`src/rtl/toggle_pulse_scheduler.sv`:
```
// Round-robin scheduler feeding one toggle-synchronizer channel with spaced,
// single-cycle pulses. It keeps a saturating pending-event counter per requester.
//
// state | meaning
// IDLE  | waiting for pending events; grants when en=1
// HOLD  | pulse issued; enforcing GAP-cycle spacing before the next decision
module toggle_pulse_scheduler #(
    parameter int N_REQ = 4,
    parameter int CNT_W = 4,
    parameter int GAP   = 6,
    parameter int ID_W  = $clog2(N_REQ)
) (
    input  logic             wr_clk,
    input  logic             wr_reset,
    input  logic             en,
    input  logic [N_REQ-1:0] req,
    input  logic [N_REQ-1:0] ovf_clr,
    output logic             tx_pulse,
    output logic [ID_W-1:0]  tx_id,
    output logic             busy,
    output logic [N_REQ-1:0] pend_nz,
    output logic [N_REQ-1:0] ovf
);

    localparam int GAP_W = $clog2(GAP + 1);
    localparam logic [CNT_W-1:0] CNT_MAX = '1;

    typedef enum logic {IDLE, HOLD} state_t;

    state_t                       state;
    logic [N_REQ-1:0][CNT_W-1:0]  cnt;
    logic [GAP_W-1:0]             gap_cnt;
    logic [ID_W-1:0]              last;
    logic                         grant_vld;
    logic [ID_W-1:0]              grant_id;
    logic [N_REQ-1:0]             grant_vec;

    for (genvar g = 0; g < N_REQ; g++) begin : g_pend
        assign pend_nz[g] = |cnt[g];
    end

    // Search starts one past the last winner so every requester gets a turn.
    always_comb begin
        int idx;
        idx       = 0;
        grant_vld = 1'b0;
        grant_id  = '0;
        if (state == IDLE && en) begin
            for (int k = 1; k <= N_REQ; k++) begin
                idx = (int'(last) + k) % N_REQ;
                if (!grant_vld && pend_nz[idx]) begin
                    grant_vld = 1'b1;
                    grant_id  = ID_W'(idx);
                end
            end
        end
        grant_vec = grant_vld ? (N_REQ'(1) << grant_id) : '0;
    end

    always_ff @(posedge wr_clk or posedge wr_reset) begin
        if (wr_reset) begin
            cnt <= '0;
            ovf <= '0;
        end else begin
            for (int i = 0; i < N_REQ; i++) begin
                if (req[i] && !grant_vec[i]) begin
                    if (cnt[i] != CNT_MAX) cnt[i] <= cnt[i] + 1'b1;
                end else if (!req[i] && grant_vec[i]) begin
                    cnt[i] <= cnt[i] - 1'b1;
                end
                // A new overflow beats a clear arriving in the same cycle.
                if (req[i] && !grant_vec[i] && cnt[i] == CNT_MAX) ovf[i] <= 1'b1;
                else if (ovf_clr[i])                               ovf[i] <= 1'b0;
            end
        end
    end

    always_ff @(posedge wr_clk or posedge wr_reset) begin
        if (wr_reset) begin
            state    <= IDLE;
            tx_pulse <= 1'b0;
            tx_id    <= '0;
            busy     <= 1'b0;
            last     <= ID_W'(N_REQ - 1);
            gap_cnt  <= '0;
        end else begin
            case (state)
                IDLE: begin
                    tx_pulse <= grant_vld;
                    if (grant_vld) begin
                        tx_id   <= grant_id;
                        last    <= grant_id;
                        gap_cnt <= GAP_W'(GAP - 1);
                        busy    <= 1'b1;
                        state   <= HOLD;
                    end
                end
                HOLD: begin
                    tx_pulse <= 1'b0;
                    if (gap_cnt == GAP_W'(1)) begin
                        busy  <= 1'b0;
                        state <= IDLE;
                    end else begin
                        gap_cnt <= gap_cnt - 1'b1;
                    end
                end
                default: state <= IDLE;
            endcase
        end
    end

endmodule

```
`config.mk`:
```
export PLATFORM = sky130hd
export DESIGN_NAME = toggle_pulse_scheduler
export DESIGN_NICKNAME = d
export VERILOG_FILES = /design/src/rtl/toggle_pulse_scheduler.sv
export SDC_FILE = /design/constraint.sdc
export NUM_CORES = 1
export LEC_CHECK = 0
export ABC_CLOCK_PERIOD_IN_PS = 3580
export CAP_MARGIN = 10
export CELL_PAD_IN_SITES_DETAIL_PLACEMENT = 2
export CELL_PAD_IN_SITES_GLOBAL_PLACEMENT = 2
export CORE_MARGIN = 2
export CORE_UTILIZATION = 35
export CTS_BUF_LIST = sky130_fd_sc_hd__clkbuf_2
export DETAILED_ROUTE_END_ITERATION = 12
export PLACE_DENSITY = 0.77
export SLEW_MARGIN = 5
export SYNTH_ARGS = -nofsm -noshare
export SYNTH_HDL_FRONTEND = slang
export SYNTH_SLANG_ARGS = --single-unit
```
`constraint.sdc`:
```
create_clock -name wr_clk -period 3.58 [get_ports wr_clk]
set_input_delay 0.716 -clock wr_clk [delete_from_list [all_inputs] [get_ports wr_clk]]
set_output_delay 0.716 -clock wr_clk [all_outputs]
set_load 0.02 [all_outputs]
```
==> impl_metrics.py, run 1 <==
metrics = {
    "outcome": {
        "status": "complete, no violations",
    },
    "yosys": {
        "async_reset_ff_share_pct": 100,
        "synth_cell_types": 54,
        "yosys.area.top_type_share_pct": 35.7,
        "synth_edf_count": 0,
        "syn_avg_cell_area_sq_um": 10.7,
        "synth_seq_cells": 30,
        "synth_seq_area_share_pct": 38.4,
        "synthesis.instances": 184,
        "yosysTopAreaCell": "dfrtp_1",
        "yosysMostFrequentCell": "dfrtp_1",
        "netlist_area_sq_um": 1960,
        "synthesis.nets": 209,
        "ys_top_cells_by_area": "dfrtp_1 (36%), ha_1 (6.4%), fa_1 (4.1%)",
        "synth-warning-count": 0,
        "yosys-top-cells-count": "dfrtp_1 (28), nand2_1 (20), inv_1 (13)",
        "synth_ff_type": "dfrtp_1",
    },
    "placement": {
        "gp_congestion": 0.850,
        "placed_area_sq_um": 2270,
        "dp.cells": 276,
        "hpwlAfterDp_microns": 3800,
        "port_buffers": 22,
    },
    "power": {
        "leakagePower_nw": 1.02,
        "p_seq_share_pct": 36.2,
        "worst_ir_drop_vdd_v": 0.000311,
        "p_total_w": 0.00204,
        "power_switching_w": 0.000938,
        "power_frac_clock_pct": 8.2,
        "p_sw_share_pct": 45.9,
        "combPwrFrac_pct": 55.6,
        "power_report.internal_total_w": 0.00110,
        "power_density_nw_per_um2": 873,
    },
    "final_layout": {
        "n_antenna_cell": 0,
        "area.growth.synth_to_final_pct": 19.1,
        "fin_cells": 284,
        "drive_gt1_share_pct": 17.5,
        "stdcell_area_sq_um": 2340,
        "final_util_pct": 42.7,
        "final_net_count": 237,
    },
    "routing": {
        "antenna_left": 0,
        "drc": 0,
        "viasPerCell": 5.29,
        "drt_first_pass_iters": 4,
        "drt_iter0_markers": 29,
        "wire_per_inst_microns": 16.9,
        "vias": 1501,
        "wl_microns": 4790,
    },
    "clock_tree": {
        "cts_max_level": 2,
        "clkLatencyLatePin_ns": 0.39,
        "cts-buffers-inserted": 5,
        "cts-root-buf": "clkbuf_2",
        "cts_hold_buf": 0,
        "clock-sinks": 30,
        "path_clk_slew_ns": 0.17,
        "clock_path_buffers": 2,
        "cts_tree": "built",
    },
    "critical_path": {
        "cp-end-kind": "flop",
        "worstPathMaxFanout": 10,
        "crit_required_ns": 3.90,
        "worstRegToRegCells": 11,
        "rr_startpoint": "cnt[13]",
        "worstSetupStartpointType": "flop",
        "worstSetupStartpoint": "cnt[13]",
        "worstSetupPathType": "flop to flop",
        "worstPathArrival_ns": 3.70,
    },
    "sta": {
        "worst_slew_pin_slew_ns": 0.413,
        "period_needed_ns": 3.38,
        "max-slew-margin-rel_pct": 72.3,
        "setup_viol": 0,
        "rsz0062_at_grt": "false",
        "finClkSkew_ns": 0.0218,
        "max_freq_ghz": 0.296,
        "hold_violations": 0,
        "post-route-period-util_pct": 94.5,
        "maxSlewViolCount": 0,
        "tns_ns": 0,
    },
    "floorplan": {
        "std_cell_rows": 27,
        "dieArea_sq_um": 6220,
        "start_util_pct": 35.8,
        "pin_count": 23,
        "die_w_microns": 78.9,
        "die_h_microns": 78.9,
        "design.core.area_sq_um": 5470,
    },
    "global_routing": {
        "grt_max_degree": 31,
        "grt_pass1_wl_microns": 8490,
        "antenna_found_initial": 0,
        "grt.total_usage_pct": 17.6,
        "grt_pass1_vias": 1735,
        "grt_overflow_total": 0,
    },
    "job": {
        "drv_cap": 0,
    },
    "hold_path": {
        "whs_path_depth": 1,
        "min-delay-start": "cnt[11]",
        "hold_class": "flop to flop",
    },
}
placed cells by master (no fill, tap or decap), types with 3 or more instances in the layout:
master,netlist,routed
xnor2_1,6,6
nand4_1,5,5
o22ai_1,5,5
nor2_1,7,6
xor2_1,3,3
clkbuf_2,0,5
ha_1,10,10
nand3_1,5,5
o22a_1,3,3
fa_1,4,4
dfrtp_1,28,28
nand2_1,20,19
inv_1,13,13
mux2i_1,7,7
buf_4,0,5
mux2_2,3,3
a21oi_1,3,3
nor4_4,2,3
a21o_1,9,9
clkdlybuf4s50_1,0,22
sequential cells by signal (all words and copies together) (netlist names):
signal,cells
ovf,4
gap_cnt,3
last,2
state,1
busy,1
tx_pulse,1
tx_id,2
cnt,16
layer usage:
layer,share of wire [%],vias up,GRT usage [%]
met2,55,21,32.9
met5,0,-,0
met1,41,759,19.9
met3,2.8,5,3.86
li1,-,716,-
met4,1.3,0,5.17
logic make-up (layout without fill, tap and decap cells):
kind of cell / count (synthesis) / in the layout / share of synthesized area, %
adder cells (fa/ha/maj): 14 / 14 / 10.5
XOR/XNOR: 9 / 9 / 4.02
multiplexers: 13 / 13 / 7.40
flip-flops: 30 / 30 / 38.4
buffers and inverters: 20 / 48 / 4.34
AND/OR/NAND/NOR: 61 / 61 / 19.3
AO/OA/AOI/OAI: 37 / 37 / 16.1
per-stage QoR:
stage | hold slack (ns) | setup WS, ns
floorplan | 0.460 | 0.329
global placement | 0.469 | 0.186
detailed placement | 0.489 | 0.0690
CTS | 0.526 | 0.0161
global route | 0.561 | 0.0103
finish | 0.522 | 0.197
area by class of cell:
class | count | area, sq um
clock buffers | 5 | 25.0
clock inverters | 2 | 10.0
fillers | 607 | 3140
inverters | 14 | 52.6
multi-input cells | 134 | 1150
flip-flops and latches | 30 | 753
well taps | 72 | 90.1
repair buffers | 27 | 258
final timing paths:
kind | slack [ns] | endpoint
worst min register to register | 0.52 | cnt[11]
worst min-delay path | 0.52 | cnt[11]
worst max register to register | 0.20 | cnt[3]
max in group asynchronous | 2.56 | last[0]
min in group asynchronous | 0.70 | tx_id[0]
worst max-delay path | 0.20 | cnt[3]
worst max-delay path, stage by stage (launching register included):
cell	delay (ns)
dfrtp_1	0.49
or4_4	0.66
a22oi_2	0.24
o211ai_4	0.18
nor3_4	0.23
nand2b_1	0.22
ha_1	0.27
a21o_1	0.19
a21o_1	0.19
or2_2	0.28
mux2i_1	0.19
xor2_1	0.18
repair_timing:
action | 4_1_cts | 5_1_grt
gates resized for setup | 0 | 5
buffers inserted | 0 | 1
setup endpoints to repair | 0 | 2
power by group through the flow:
| stage | Clock [W] | Combinational [W] | Sequential [W] |
|---|---|---|---|
| after floorplan | 0 | 0.000794 | 0.000729 |
| after global placement | 0 | 0.00105 | 0.000730 |
| after detailed placement | 0 | 0.00113 | 0.000748 |
| after CTS | 0.000178 | 0.00114 | 0.000739 |
| after global routing | 0.000195 | 0.00127 | 0.000779 |
| final | 0.000167 | 0.00114 | 0.000739 |
Power figures use the tool's default switching activity.
==> run 2: changes to the inputs <==
ABC_CLOCK_PERIOD_IN_PS = 3700   (was 3580)
REMOVE_ABC_BUFFERS = 1   (was unset)
clock period = 3.7 ns   (was 3.58 ns; I/O delays follow)
==> run 2 against run 1 <==
  * Clock-buffer cell count rose by 1
  * Utilization shrank 0.18 points
  * Sequential power shrank 2%
  * Non-clock buffer count is the same
  * Flip-flop and latch count did not move
  * Setup slack gained 0.071 ns
  * Cell count is 0.35% higher
  * Sequential share of layout area is 0.14 points higher
  * Critical path depth up 1
  * Global-route usage increased by 0.73 points
  * Clock skew increased by 0.0065 ns
  * Critical path type unchanged
  * Largest power group unchanged
  * Highest routed layer unchanged
==> impl_metrics.py, run 2 (synthesis results as in run 1) <==
metrics = {
    "routing": {
        "wire_per_inst_microns": 17.3,
        "antenna_left": 0,
        "vias": 1525,
        "drc": 0,
        "drt_iter0_markers": 37,
        "drt_first_pass_iters": 4,
        "wl_microns": 4930,
        "viasPerCell": 5.35,
    },
    "floorplan": {
        "die_w_microns": 78.9,
        "design.core.area_sq_um": 5470,
        "start_util_pct": 35.8,
        "dieArea_sq_um": 6220,
        "pin_count": 23,
        "die_h_microns": 78.9,
        "std_cell_rows": 27,
    },
    "power": {
        "leakagePower_nw": 1.02,
        "worst_ir_drop_vdd_v": 0.000320,
        "power_density_nw_per_um2": 850,
    },
    "sta": {
        "rsz0062_at_grt": "false",
        "hold_violations": 0,
        "finClkSkew_ns": 0.0283,
        "post-route-period-util_pct": 92.8,
        "period_needed_ns": 3.43,
        "setup_viol": 0,
        "worst_slew_pin_slew_ns": 0.596,
        "maxSlewViolCount": 0,
        "max_freq_ghz": 0.291,
        "tns_ns": 0,
        "setup_ws_ns": 0.268,
        "max-slew-margin-rel_pct": 59.9,
    },
    "final_layout": {
        "final_common_cell": "dfrtp_1",
        "n_antenna_cell": 0,
        "regArea_sq_um": 753,
        "largest_register_ffs": 16,
        "drive_gt1_share_pct": 16.4,
        "top_regs": "cnt x16, ovf x4, gap_cnt x3",
        "final_net_count": 237,
        "regMostFlops": "cnt",
        "fill_cells": 601,
        "final_cell_mix": "dfrtp_1 (28), clkdlybuf4s50_1 (22), nand2_1 (20), inv_1 (13), ha_1 (10)",
        "final_util_pct": 42.5,
        "multi_input_area_sq_um": 1130,
        "area.growth.synth_to_final_pct": 18.6,
    },
    "critical_path": {
        "worstRegToRegCells": 12,
        "reg2reg_slack_ns": 0.27,
        "worstSetupStartpoint": "cnt[0]",
        "worstSetupStartpointType": "flop",
        "cp_common_cell": "nand2_1",
        "cpPeakStageDelay_ns": 0.58,
        "crit_required_ns": 3.95,
        "worstSetupPathType": "flop to flop",
        "rr_startpoint": "cnt[0]",
        "cp-end-kind": "flop",
        "r2r-end": "cnt[7]",
        "cpMaxStageDelayCell": "or4_4",
        "worstPathMaxFanout": 7,
        "worstPathArrival_ns": 3.68,
        "crit_chain": "nor4_4 -> buf_4 -> a21oi_2 -> or4_4 -> nand3_4 -> nand2_1 -> ha_1 -> a21o_1 -> a21oi_1 -> nand2_1 -> or3_1 -> o311a_1",
    },
    "clock_tree": {
        "cts-root-buf": "clkbuf_2",
        "clkLatencyLatePin_ns": 0.37,
        "cts-buffers-inserted": 5,
        "cts_max_level": 2,
        "path_clk_slew_ns": 0.18,
        "cts_tree": "built",
        "cts_hold_buf": 0,
        "clock-sinks": 30,
        "clock_path_buffers": 2,
    },
    "global_routing": {
        "grt_pass1_vias": 1734,
        "grt_overflow_total": 0,
        "antenna_found_initial": 0,
        "grt_pass1_wl_microns": 8700,
        "grt.total_usage_pct": 18.3,
        "grt_max_degree": 31,
    },
    "hold_path": {
        "whs_endpoint": "last[0]",
        "whs_path_depth": 2,
        "min-delay-start": "last[0]",
        "hold_class": "flop to flop",
    },
    "placement": {
        "port_buffers": 22,
        "pre_cts_ws_ns": 0.0971,
        "gp_congestion": 0.797,
        "hpwlAfterDp_microns": 3850,
    },
    "job": {
        "drv_cap": 0,
    },
    "outcome": {
        "status": "complete, no violations",
    },
}
## run 2: area by class of cell
type	instances	share of cell area, %
well taps	72	3.87
inverters	14	2.26
clock buffers	6	1.29
repair buffers	27	11.1
multi-input cells	134	48.8
clock inverters	2	0.376
flip-flops and latches	30	32.4
## run 2: what timing repair did
| action | 4_1_cts | 5_1_grt |
|---|---|---|
| endpoints found under the setup margin | 0 | 2 |
| gates resized for setup | 0 | 2 |
| endpoints found under the hold margin | 0 | 0 |
| buffers inserted | 0 | 1 |
## run 2: worst max path at each step
stage               endpoint  slack, ns  depth (start not counted)
floorplan             cnt[3]       0.36                         10
global placement      cnt[3]       0.30                         10
detailed placement    cnt[7]        0.1                         11
CTS                   cnt[7]       0.04                         11
global route          cnt[7]       0.03                         12
finish                cnt[7]       0.27                         12
## run 2: per-layer routing
| metal | up-vias | track usage (%) | share of wire, % |
|---|---|---|---|
| met5 | - | 0 | 0 |
| met3 | 2 | 3.98 | 2.7 |
| li1 | 720 | - | - |
| met2 | 21 | 33.5 | 54 |
| met1 | 782 | 21.3 | 42 |
| met4 | 0 | 5.69 | 0.89 |
## run 2: power by group
part / switching, W / internal [W] / total [W]
registers: 0.000230 / 0.000492 / 0.000722
clock network: 0.000120 / 0.0000465 / 0.000166
logic: 0.000563 / 0.000526 / 0.00109
## run 2: worst max-delay path, delay by kind of cell, from the launching register on
kind                       cells  cell delay, ns
and+or+nand+nor                6            1.58
AOI/OAI and AO/OA              4            0.66
DFF                            1            0.54
adders and majority gates      1            0.33
buffers and inverters          1            0.19
## run 2: through the flow
| stage | cells | hold WS, ns | instance area, sq um | total power (W) |
|---|---|---|---|---|
| floorplan | 178 | 0.460 | 1930 | 0.00146 |
| global placement | 276 | 0.479 | 2270 | 0.00172 |
| detailed placement | 276 | 0.500 | 2270 | 0.00183 |
| CTS | 284 | 0.521 | 2310 | 0.00200 |
| global route | 285 | 0.538 | 2330 | 0.00218 |
| finish | 285 | 0.514 | 2330 | 0.00198 |
==> run 3: changes to the inputs <==
MAX_ROUTING_LAYER = met4   (was unset)
==> run 3 against run 2 <==
  * Die area unchanged
  * Sequential power about the same
  * Setup slack about the same
  * Via count unchanged
  * Flip-flop and latch count unchanged
  * Wire length about the same
  * Global-route usage increased by 0.48 points
  * Clock skew about the same
  * Clock power about the same
  * Critical path depth unchanged
  * Cell count unchanged
  * Largest power group unchanged
  * Highest routed layer unchanged
==> impl_metrics.py, run 3 (synthesis results as in run 1) <==
metrics = {
    "outcome": {
        "status": "complete, no violations",
    },
    "clock_tree": {
        "clock-sinks": 30,
        "cts-buffers-inserted": 5,
        "cts-root-buf": "clkbuf_2",
        "cts_hold_buf": 0,
        "clkLatencyLatePin_ns": 0.37,
        "cts_tree": "built",
        "path_clk_slew_ns": 0.18,
        "clock_path_buffers": 2,
        "cts_max_level": 2,
    },
    "sta": {
        "max-slew-margin-rel_pct": 59.9,
        "maxSlewViolCount": 0,
        "setup_ws_ns": 0.268,
        "rsz0062_at_grt": "false",
        "max_freq_ghz": 0.291,
        "setup_viol": 0,
        "finClkSkew_ns": 0.0281,
        "tns_ns": 0,
        "hold_violations": 0,
        "period_needed_ns": 3.43,
        "worst_slew_pin_slew_ns": 0.596,
        "post-route-period-util_pct": 92.8,
    },
    "global_routing": {
        "grt_pass1_wl_microns": 8690,
        "grt_overflow_total": 0,
        "grt_max_degree": 31,
        "grt_pass1_vias": 1736,
        "grt.total_usage_pct": 18.8,
        "antenna_found_initial": 0,
    },
    "placement": {
        "placed_area_sq_um": 2270,
        "hpwlAfterDp_microns": 3850,
        "pre_cts_ws_ns": 0.0971,
        "dp.cells": 276,
        "gp_congestion": 0.809,
        "port_buffers": 22,
    },
    "floorplan": {
        "dieArea_sq_um": 6220,
        "start_util_pct": 35.8,
        "std_cell_rows": 27,
        "die_h_microns": 78.9,
        "die_w_microns": 78.9,
        "design.core.area_sq_um": 5470,
        "pin_count": 23,
    },
    "critical_path": {
        "cp-end-kind": "flop",
        "worstSetupPathType": "flop to flop",
        "rr_startpoint": "cnt[0]",
        "cp_common_cell": "nand2_1",
        "cpMaxStageDelayCell": "or4_4",
        "crit_chain": "nor4_4 -> buf_4 -> a21oi_2 -> or4_4 -> nand3_4 -> nand2_1 -> ha_1 -> a21o_1 -> a21oi_1 -> nand2_1 -> or3_1 -> o311a_1",
        "worstPathMaxFanout": 7,
        "cp_num_buf_inv": 1,
        "crit_required_ns": 3.95,
        "r2r-end": "cnt[7]",
        "cpLargestDelayFamily": "simple AND/OR/NAND/NOR gates",
        "worstSetupStartpointType": "flop",
        "worstRegToRegCells": 12,
        "worstPathArrival_ns": 3.68,
        "cpPeakStageDelay_ns": 0.58,
        "reg2reg_slack_ns": 0.27,
    },
    "final_layout": {
        "stdcell_area_sq_um": 2330,
        "area.growth.synth_to_final_pct": 18.6,
        "final_cell_mix": "dfrtp_1 (28), clkdlybuf4s50_1 (22), nand2_1 (20), inv_1 (13), ha_1 (10)",
        "regMostFlops": "cnt",
        "multi_input_area_sq_um": 1130,
        "top_regs": "cnt x16, ovf x4, gap_cnt x3",
        "fin_cells": 285,
        "drive_gt1_share_pct": 16.4,
        "regArea_sq_um": 753,
        "largest_register_ffs": 16,
        "n_antenna_cell": 0,
        "final_net_count": 237,
        "fill_cells": 601,
        "final_common_cell": "dfrtp_1",
    },
    "routing": {
        "drt_first_pass_iters": 4,
        "wl_microns": 4930,
        "wire_per_inst_microns": 17.3,
        "vias": 1525,
        "viasPerCell": 5.35,
        "antenna_left": 0,
        "drc": 0,
        "drt_iter0_markers": 35,
    },
    "power": {
        "worst_ir_drop_vdd_v": 0.000320,
        "leakagePower_nw": 1.02,
        "power_density_nw_per_um2": 850,
    },
    "hold_path": {
        "whs_path_depth": 2,
        "whs_endpoint": "last[0]",
        "hold_class": "flop to flop",
        "min-delay-start": "last[0]",
    },
    "job": {
        "drv_cap": 0,
    },
}
run 3: cell counts in the layout (fill, tap and decap cells not counted):
No cell type changed its count.
run 3: per-stage QoR:
stage / util, % / hold slack, ns / total power [W]
floorplan: - / 0.460 / 0.00146
global placement: 41.5 / 0.479 / 0.00172
detailed placement: 41.5 / 0.500 / 0.00183
CTS: 42.2 / 0.521 / 0.00200
global route: 42.5 / 0.538 / 0.00218
finish: 42.5 / 0.514 / 0.00198
run 3: metal layers:
layer	wire [microns]	GRT usage [%]	part of all wire, %	up-vias
met5	0	-	0	-
met4	44	5.69	0.89	0
met3	129	3.98	2.6	2
met2	2680	33.5	54	21
met1	2070	21.2	42	782
li1	-	-	-	720
run 3: cell type report:
class,count,share of cell area [%]
sequential,30,32.4
tap,72,3.87
multi-input combinational,134,48.8
inverter,14,2.26
timing repair buffer,27,11.1
clock inverter,2,0.376
clock buffer,6,1.29
run 3: how the worst max path moves through the flow:
stage	endpoint	slack (ns)	start	depth (start not counted)
after global routing	cnt[7]	0.03	cnt[0]	12
final	cnt[7]	0.27	cnt[0]	12
after floorplan	cnt[3]	0.36	cnt[9]	10
after detailed placement	cnt[7]	0.1	cnt[13]	11
after global placement	cnt[3]	0.30	cnt[9]	10
after CTS	cnt[7]	0.04	cnt[13]	11
run 3: report_power, final:
| part | internal (W) | switching, W |
|---|---|---|
| clock network | 0.0000465 | 0.000120 |
| registers | 0.000492 | 0.000230 |
| logic | 0.000526 | 0.000562 |
run 3: worst reg2reg max path: cells and delay by family, from the launching register on:
family          cells  cell delay, ns
simple gates        6            1.59
compound gates      4            0.66
flops               1            0.54
fa+ha+maj           1            0.33
buf+inv             1            0.19
run 3: repair_timing:
action / CTS / global route
resized for setup: 0 / 2
setup endpoints to repair: 0 / 2
buffers inserted: 0 / 1
